### config.mk
export PLATFORM = sky130hd
export DESIGN_NAME = serial_adder
export DESIGN_NICKNAME = d
export VERILOG_FILES = /design/src/rtl/serial_adder.sv
export SDC_FILE = /design/constraint.sdc
export NUM_CORES = 1
export LEC_CHECK = 0
export ABC_CLOCK_PERIOD_IN_PS = 2900
export CAP_MARGIN = 0
export CELL_PAD_IN_SITES_DETAIL_PLACEMENT = 0
export CELL_PAD_IN_SITES_GLOBAL_PLACEMENT = 1
export CORE_MARGIN = 2
export CORE_UTILIZATION = 40
export CTS_CLUSTER_SIZE = 10
export DETAILED_ROUTE_END_ITERATION = 7
export PLACE_DENSITY_LB_ADDON = 0.1
export SYNTH_ARGS = -nofsm -noshare
export SYNTH_HDL_FRONTEND = slang
export SYNTH_SLANG_ARGS = --single-unit
### constraint.sdc
create_clock -name clk -period 2.9 [get_ports clk]
set_clock_uncertainty 0.2 [all_clocks]
set_input_delay 0.435 -clock clk [delete_from_list [all_inputs] [get_ports clk]]
set_output_delay 0.435 -clock clk [all_outputs]
set_load 0.01 [all_outputs]
### src/rtl/serial_adder.sv
`default_nettype none
// ============================================================================
// Module   : serial_adder
// Brief    : Multi-cycle adder/subtractor processing SLICE bits per clock
//            through a registered carry, with a start/busy/done handshake.
// Revision : 1.0 - initial release
// ============================================================================
module serial_adder #(
    parameter int WIDTH = 8,
    parameter int SLICE = 1
) (
    input  logic             clk,
    input  logic             rst,
    input  logic             start,
    input  logic [WIDTH-1:0] a,
    input  logic [WIDTH-1:0] b,
    input  logic             c,
    input  logic             sub,
    output logic             busy,
    output logic             done,
    output logic [WIDTH-1:0] s,
    output logic             cy
);

    localparam int c_n_slices = WIDTH / SLICE;
    localparam int c_cnt_w    = (c_n_slices > 1) ? $clog2(c_n_slices) : 1;
    localparam logic [c_cnt_w-1:0] c_cnt_last = c_cnt_w'(c_n_slices - 1);
    localparam logic [c_cnt_w-1:0] c_cnt_one  = c_cnt_w'(1);

    typedef enum logic [0:0] {
        IDLE = 1'b0,
        ADD  = 1'b1
    } state_t;

    state_t             state_q, state_d;
    logic [WIDTH-1:0]   a_sh_q, a_sh_d;
    logic [WIDTH-1:0]   b_sh_q, b_sh_d;
    logic               carry_q, carry_d;
    logic [c_cnt_w-1:0] cnt_q, cnt_d;
    logic [WIDTH-1:0]   res_q, res_d;
    logic [WIDTH-1:0]   s_q, s_d;
    logic               cy_q, cy_d;
    logic               busy_q, busy_d;
    logic               done_q, done_d;

    logic [SLICE:0]     w_sum;
    logic [WIDTH-1:0]   w_res_shift;

    // One SLICE-bit ripple: low slices of the operand registers plus carry
    assign w_sum = {1'b0, a_sh_q[SLICE-1:0]} + {1'b0, b_sh_q[SLICE-1:0]}
                 + {{SLICE{1'b0}}, carry_q};

    // New slice enters at the MSB end; a full-width slice replaces the result
    generate
        if (SLICE == WIDTH) begin : g_res_full
            assign w_res_shift = w_sum[SLICE-1:0];
        end else begin : g_res_shift
            assign w_res_shift = {w_sum[SLICE-1:0], res_q[WIDTH-1:SLICE]};
        end
    endgenerate

    // Next-state logic: accept in IDLE, one slice per cycle in ADD
    always_comb begin
        state_d = state_q;
        a_sh_d  = a_sh_q;
        b_sh_d  = b_sh_q;
        carry_d = carry_q;
        cnt_d   = cnt_q;
        res_d   = res_q;
        s_d     = s_q;
        cy_d    = cy_q;
        busy_d  = busy_q;
        done_d  = 1'b0;
        case (state_q)
            IDLE: begin
                if (start) begin
                    a_sh_d  = a;
                    // Subtract is a + ~b + 1; the carry-in is forced to 1
                    b_sh_d  = sub ? ~b : b;
                    carry_d = sub ? 1'b1 : c;
                    cnt_d   = '0;
                    busy_d  = 1'b1;
                    state_d = ADD;
                end
            end
            ADD: begin
                a_sh_d  = a_sh_q >> SLICE;
                b_sh_d  = b_sh_q >> SLICE;
                carry_d = w_sum[SLICE];
                res_d   = w_res_shift;
                cnt_d   = cnt_q + c_cnt_one;
                if (cnt_q == c_cnt_last) begin
                    s_d     = w_res_shift;
                    cy_d    = w_sum[SLICE];
                    done_d  = 1'b1;
                    busy_d  = 1'b0;
                    cnt_d   = '0;
                    state_d = IDLE;
                end
            end
            default: begin
                state_d = IDLE;
                busy_d  = 1'b0;
            end
        endcase
    end

    // State and datapath registers; reset aborts any operation in flight
    always_ff @(posedge clk) begin
        if (rst) begin
            state_q <= IDLE;
            a_sh_q  <= '0;
            b_sh_q  <= '0;
            carry_q <= 1'b0;
            cnt_q   <= '0;
            res_q   <= '0;
            s_q     <= '0;
            cy_q    <= 1'b0;
            busy_q  <= 1'b0;
            done_q  <= 1'b0;
        end else begin
            state_q <= state_d;
            a_sh_q  <= a_sh_d;
            b_sh_q  <= b_sh_d;
            carry_q <= carry_d;
            cnt_q   <= cnt_d;
            res_q   <= res_d;
            s_q     <= s_d;
            cy_q    <= cy_d;
            busy_q  <= busy_d;
            done_q  <= done_d;
        end
    end

    assign busy = busy_q;
    assign done = done_q;
    assign s    = s_q;
    assign cy   = cy_q;

endmodule
`default_nettype wire

==> results.py, run 1 <==
metrics = {
    "cts": {
        "cts_buffer_depth": 2,
        "post_cts_resized": 0,
        "path_clk_slew_ns": 0.08,
        "cts_tree": "yes",
        "numCtsBuffers": 5,
        "post_cts_buffers": 0,
        "hold_buffers": 0,
        "root_buffer": "clkbuf_8",
        "cts.sinks": 39,
        "clk_latency_ns": 0.29,
        "htreeDepth": 2,
    },
    "timing": {
        "slew_headroom_pct": 57.2,
        "tns_ns": 0,
        "min_period_ns": 1.90,
        "slew_viol_final": 0,
        "max_freq_ghz": 0.527,
        "timing.final.crit_share_pct": 65.4,
        "tightest_slew_ns": 0.642,
        "hold_violations": 0,
        "rsz0062_at_grt": "no",
        "setup_viol_count_final": 0,
    },
    "die": {
        "die_h_um": 71.2,
        "core-area_um2": 4350,
        "initial_utilization_pct": 41.5,
        "rows": 24,
        "die_w_um": 71.2,
        "io_pins": 32,
        "dieArea_um2": 5070,
    },
    "worst_setup_path": {
        "startpoint_type": "input pin",
        "required_ns": 2.91,
        "cp-startpoint": "start",
        "worst_setup_path_end_kind": "register",
        "path_max_fanout": 15,
        "r2r_slack_ns": 1.15,
        "rr_worst_depth": 4,
        "slowest_delay_ns": 0.73,
        "r2r-end": "s[7]$_SDFFE_PP0P_",
        "endpoint": "b_sh_q[4]$_SDFFE_PP0P_",
        "slowest_stage": "clkdlybuf4s50_1",
        "crit_type": "in -> reg",
        "crit_chain": "clkdlybuf4s50_1 > or3b_1 > o221ai_1",
        "arrival_ns": 1.91,
        "timing.rr.start": "cnt_q[0]$_SDFFE_PP0P_",
    },
    "flow_run": {
        "cap_violations": 0,
    },
    "placed_design": {
        "port-buffer-count": 31,
        "place_inst": 248,
        "dp_hpwl_mm": 2.25,
        "gp_congestion": 0.696,
    },
    "global_route": {
        "grt_pass1_wl_mm": 5.84,
        "antenna_found_initial": 0,
        "grt-ovfl-total": 0,
        "grt_usage_pct": 14.2,
        "grt_pass1_vias": 1355,
        "grt_max_degree": 40,
    },
    "power_and_ir_drop": {
        "p_switching_mw": 0.275,
        "p_comb_share_pct": 11.1,
        "clkPwrFrac_pct": 38.5,
        "power.leakage_nw": 0.807,
        "switching_share_pct": 23.6,
        "peakVddDrop_mv": 0.291,
        "power-per-cell-area_nw_per_um2": 529,
        "internal_power_mw": 0.891,
        "pwr-share-seq_pct": 50.4,
    },
    "synthesis": {
        "synth_edf_count": 0,
        "syn_area_um2": 1810,
        "synth_ff_type": "dfxtp_1",
        "synth_top_cell_area_share_pct": 43.2,
        "synth-seq-area-share_pct": 43.2,
        "synth.avg_cell_area_um2": 10.2,
        "syn_inst": 178,
        "synth_cell_type_count": 29,
        "syn_nets": 203,
        "synthTopCellsByCount": "39 x dfxtp_1, 15 x mux2i_1, 14 x a21oi_1, 10 x nand2_1, 10 x nor2_1",
        "yosysWarnings": 0,
        "synth_area_leader_cell": "dfxtp_1",
        "synthTopCellsByArea": "dfxtp_1 43%, mux2i_1 8.3%, a21bo_2 5.0%",
        "ys_async_sr_fraction_pct": 0,
        "post-synth-top-count-cell": "dfxtp_1",
        "ys_seq_elements": 39,
    },
    "layout": {
        "final_cells": 256,
        "drive_gt1_share_pct": 11.3,
        "fillers": 388,
        "area.growth.synth_to_final_pct": 21.9,
        "insertedDiodeCount": 0,
        "nets": 228,
    },
    "min_path": {
        "min-delay-start": "res_q[3]$_SDFFE_PP0P_",
        "hp-class": "reg -> reg",
    },
    "routing": {
        "wl_per_cell_um": 13.1,
        "drtAntennaViolNets": 0,
        "drc": 0,
        "drt_iter0_markers": 64,
        "vias_per_cell": 5.30,
        "via_count": 1357,
        "routed_wl_mm": 3.36,
        "first_pass_iters": 4,
    },
    "status": {
        "outcome": "completed",
    },
}
[kinds of logic (layout without fill, tap and decap cells)]
logic type / Yosys count / after routing / share of synthesized area [%]
AO/OA/AOI/OAI: 40 / 40 / 16.9
XOR/XNOR: 8 / 8 / 3.88
adder cells (fa/ha/maj): 4 / 4 / 3.18
buffers and inverters: 18 / 44 / 7.06
flip-flops: 39 / 39 / 43.2
multiplexers: 15 / 15 / 8.30
AND/OR/NAND/NOR: 54 / 54 / 17.5
[layer usage]
metal	track usage [%]	vias to the layer above	share of wire, %	routed length, µm
met5	0	-	0	0
met4	4.40	0	0.57	19
met3	4.92	2	3.5	118
met2	24.0	22	49	1660
met1	17.2	651	46	1560
li1	-	682	-	-
[area by class of cell]
cell class / count / area (µm²) / area share (%)
Multi-Input combinational cell: 121 / 900 / 40.8
Sequential cell: 39 / 782 / 35.5
Timing Repair Buffer: 35 / 340 / 15.4
Clock buffer: 5 / 68.8 / 3.12
Tap cell: 52 / 65.1 / 2.95
Clock inverter: 3 / 43.8 / 1.99
Inverter: 1 / 3.75 / 0.170
[cell usage in the layout (no fill, tap or decap), drive strengths merged]
cell           count
a2111oi            1
a211oi             7
a21bo              9
a21oi             14
buf                4
bufinv             1
clkbuf             5
clkdlybuf4s50     31
clkinv             2
dfxtp             39
fa                 1
ha                 3
inv                1
mux2i             15
nand2             10
nand2b             3
nand3              9
nand3b             1
nor2              10
nor2b              7
nor3               1
nor3b              1
o21bai             1
o221ai             7
o41ai              1
or3b               5
or4b               7
xnor2              8
[worst max-delay path: cells and delay by family]
kind / cells / cell delay [ns]
AO/OA/AOI/OAI: 1 / 0.20
AND/OR/NAND/NOR: 1 / 0.53
buffers and inverters: 1 / 0.73
[registers in the layout (all words and copies together), names as in the netlist]
register / cells
busy: 1
carry_q: 1
cy: 1
done: 1
b_sh_q: 8
a_sh_q: 8
state_q: 1
res_q: 7
s: 8
cnt_q: 3
[metrics by stage]
step / power [mW] / hold WS (ns) / util [%] / worst slack (ns) / instance area (µm²)
2_1_floorplan: 0.690 / 0.243 / - / 1.29 / 1810
3_3_place_gp: 0.727 / 0.265 / 48.0 / 0.736 / 2090
3_5_place_dp: 0.731 / 0.265 / 48.0 / 0.680 / 2090
4_1_cts: 1.19 / 0.285 / 50.6 / 0.997 / 2200
5_1_grt: 1.23 / 0.319 / 50.6 / 0.917 / 2200
6_report: 1.17 / 0.289 / 50.6 / 1.00 / 2200
[power groups by stage]
stage               Sequential (mW)  Clock (mW)  Combinational (mW)
finish                        0.587       0.449               0.130
global route                  0.593       0.492               0.143
CTS                           0.588       0.468               0.131
detailed placement            0.600           0               0.131
global placement              0.599           0               0.128
floorplan                     0.587           0               0.103
[how the worst min path moves through the flow]
| stage | to | depth (start not counted) | slack, ns |
|---|---|---|---|
| detailed placement | s[0]$_SDFFE_PP0P_ | 2 | 0.26 |
| floorplan | s[0]$_SDFFE_PP0P_ | 2 | 0.24 |
| global placement | s[0]$_SDFFE_PP0P_ | 2 | 0.26 |
| CTS | s[0]$_SDFFE_PP0P_ | 2 | 0.28 |
| finish | s[2]$_SDFFE_PP0P_ | 2 | 0.29 |
| global route | s[2]$_SDFFE_PP0P_ | 2 | 0.32 |
Power figures use the tool's default switching activity.
==> inputs of run 2 (changes only) <==
--- a/config.mk
+++ b/config.mk
@@ -5,7 +5,7 @@
 export SDC_FILE = /design/constraint.sdc
 export NUM_CORES = 1
 export LEC_CHECK = 0
-export ABC_CLOCK_PERIOD_IN_PS = 2900
+export ABC_CLOCK_PERIOD_IN_PS = 1800
 export CAP_MARGIN = 0
 export CELL_PAD_IN_SITES_DETAIL_PLACEMENT = 0
 export CELL_PAD_IN_SITES_GLOBAL_PLACEMENT = 1
==> constraint.sdc (replaced) <==
create_clock -name clk -period 1.8 [get_ports clk]
set_clock_uncertainty 0.2 [all_clocks]
set_input_delay 0.27 -clock clk [delete_from_list [all_inputs] [get_ports clk]]
set_output_delay 0.27 -clock clk [all_outputs]
set_load 0.01 [all_outputs]
==> results.py, run 2 (synthesized netlist as in run 1, its figures left out) <==
metrics = {
    "status": {
        "outcome": "completed",
    },
    "routing": {
        "routed_wl_mm": 3.41,
        "vias_per_cell": 5.20,
        "drt_iter0_markers": 74,
        "drc": 0,
        "wl_per_cell_um": 13.0,
        "first_pass_iters": 4,
        "drtAntennaViolNets": 0,
        "via_count": 1363,
    },
    "timing": {
        "slew_viol_final": 0,
        "setup_viol_count_final": 0,
        "tns_ns": 0,
        "rsz0062_at_grt": "no",
        "timing.final.crit_share_pct": 91.7,
        "slew_headroom_pct": 74.4,
        "hold_violations": 0,
        "min_period_ns": 1.65,
        "tightest_slew_ns": 0.384,
        "setup_slack_ns": 0.149,
        "max_freq_ghz": 0.606,
    },
    "global_route": {
        "grt_max_degree": 30,
        "antenna_found_initial": 0,
        "grt_pass1_wl_mm": 6.10,
        "grt-ovfl-total": 0,
        "grt_pass1_vias": 1324,
        "grt_usage_pct": 15.0,
    },
    "die": {
        "die_w_um": 71.2,
        "rows": 24,
        "io_pins": 32,
        "die_h_um": 71.2,
        "initial_utilization_pct": 41.5,
        "dieArea_um2": 5070,
        "core-area_um2": 4350,
    },
    "power_and_ir_drop": {
        "power.leakage_nw": 0.826,
        "power-per-cell-area_nw_per_um2": 778,
        "peakVddDrop_mv": 0.424,
        "p_total_mw": 1.74,
    },
    "worst_setup_path": {
        "r2r_slack_ns": 0.25,
        "slowest_stage": "clkdlybuf4s50_1",
        "startpoint_type": "register",
        "endpoint": "busy",
        "cp_top_family": "buffers and inverters",
        "crit_type": "reg -> out",
        "crit_chain": "clkdlybuf4s50_1",
        "required_ns": 1.33,
        "r2r-end": "a_sh_q[3]$_SDFFE_PP0P_",
        "path_max_fanout": 3,
        "cp-startpoint": "busy$_SDFFE_PP0P_",
        "rr_worst_depth": 3,
        "worst_setup_path_end_kind": "output pin",
        "timing.rr.start": "state_q$_SDFF_PP0_",
        "slowest_delay_ns": 0.54,
        "path_depth": 1,
        "arrival_ns": 1.18,
        "crit_buf_inv": 1,
    },
    "cts": {
        "numCtsBuffers": 5,
        "path_clk_slew_ns": 0.07,
        "cts_buffer_depth": 2,
        "root_buffer": "clkbuf_8",
        "clk_latency_ns": 0.28,
        "cts_tree": "yes",
        "cts.sinks": 39,
        "post_cts_buffers": 0,
        "htreeDepth": 2,
        "post_cts_resized": 0,
        "hold_buffers": 0,
    },
    "min_path": {
        "hp-class": "reg -> reg",
        "min-delay-start": "res_q[1]$_SDFFE_PP0P_",
    },
    "layout": {
        "area.growth.synth_to_final_pct": 23.3,
        "drive_gt1_share_pct": 12.9,
        "nets": 234,
        "final_cell_mix": "38 x dfxtp_1, 31 x clkdlybuf4s50_1, 15 x mux2i_1",
        "final_common_cell": "dfxtp_1",
        "insertedDiodeCount": 0,
        "final_cells": 262,
    },
    "placed_design": {
        "port-buffer-count": 31,
        "gp_congestion": 0.676,
        "place_inst": 254,
        "dp_hpwl_mm": 2.31,
        "dp_slack_ns": -0.00716,
    },
    "flow_run": {
        "cap_violations": 0,
    },
}
run 2: layout make-up:
cell class              count  area, µm²
fillers                   401       2120
flip-flops and latches     39        782
repair buffers             41        398
inverters                   1       3.75
clock inverters             1       5.00
multi-input cells         121        900
well taps                  52       65.1
clock buffers               7       76.3
run 2: worst min path at each step:
stage          depth (start not counted)           endpoint  slack, ns
6_report                               2  s[0]$_SDFFE_PP0P_       0.28
4_1_cts                                2  s[0]$_SDFFE_PP0P_       0.28
2_1_floorplan                          2  s[0]$_SDFFE_PP0P_       0.24
3_3_place_gp                           2  s[0]$_SDFFE_PP0P_       0.26
3_5_place_dp                           2  s[0]$_SDFFE_PP0P_       0.27
5_1_grt                                2  s[2]$_SDFFE_PP0P_       0.31
run 2: routing by layer:
metal / vias up / global-route usage, % / part of all wire [%]
li1: 699 / - / -
met1: 638 / 18.9 / 48
met2: 21 / 24.3 / 48
met3: 5 / 4.22 / 3.1
met4: 0 / 5.66 / 1.1
met5: - / 0 / 0
run 2: tightest hold or removal path, cell delays in order (launching register included):
cell and delay [ns]:
dfxtp_1 0.32, nand3_1 0.06, a21oi_1 0.05
run 2: metrics by stage:
| stage | instance area [µm²] | hold WS [ns] | utilization (%) |
|---|---|---|---|
| global route | 2230 | 0.310 | 51.2 |
| floorplan | 1810 | 0.243 | - |
| finish | 2230 | 0.276 | 51.2 |
| CTS | 2230 | 0.285 | 51.2 |
| global placement | 2150 | 0.256 | 49.3 |
| detailed placement | 2150 | 0.272 | 49.3 |
run 2: power breakdown:
part / switching (mW) / internal, mW
Clock: 0.292 / 0.272
Sequential: 0.0352 / 0.906
Combinational: 0.103 / 0.126
Total: 0.430 / 1.30
==> inputs of run 3 (changes only) <==
--- a/config.mk
+++ b/config.mk
@@ -11,7 +11,7 @@
 export CELL_PAD_IN_SITES_GLOBAL_PLACEMENT = 1
 export CORE_MARGIN = 2
 export CORE_UTILIZATION = 40
-export CTS_CLUSTER_SIZE = 10
+export CTS_CLUSTER_SIZE = 20
 export DETAILED_ROUTE_END_ITERATION = 7
 export PLACE_DENSITY_LB_ADDON = 0.1
 export SYNTH_ARGS = -nofsm -noshare
==> results of run 3 <==
Same layout as run 2: the final DEF is identical, and so are final timing and power.
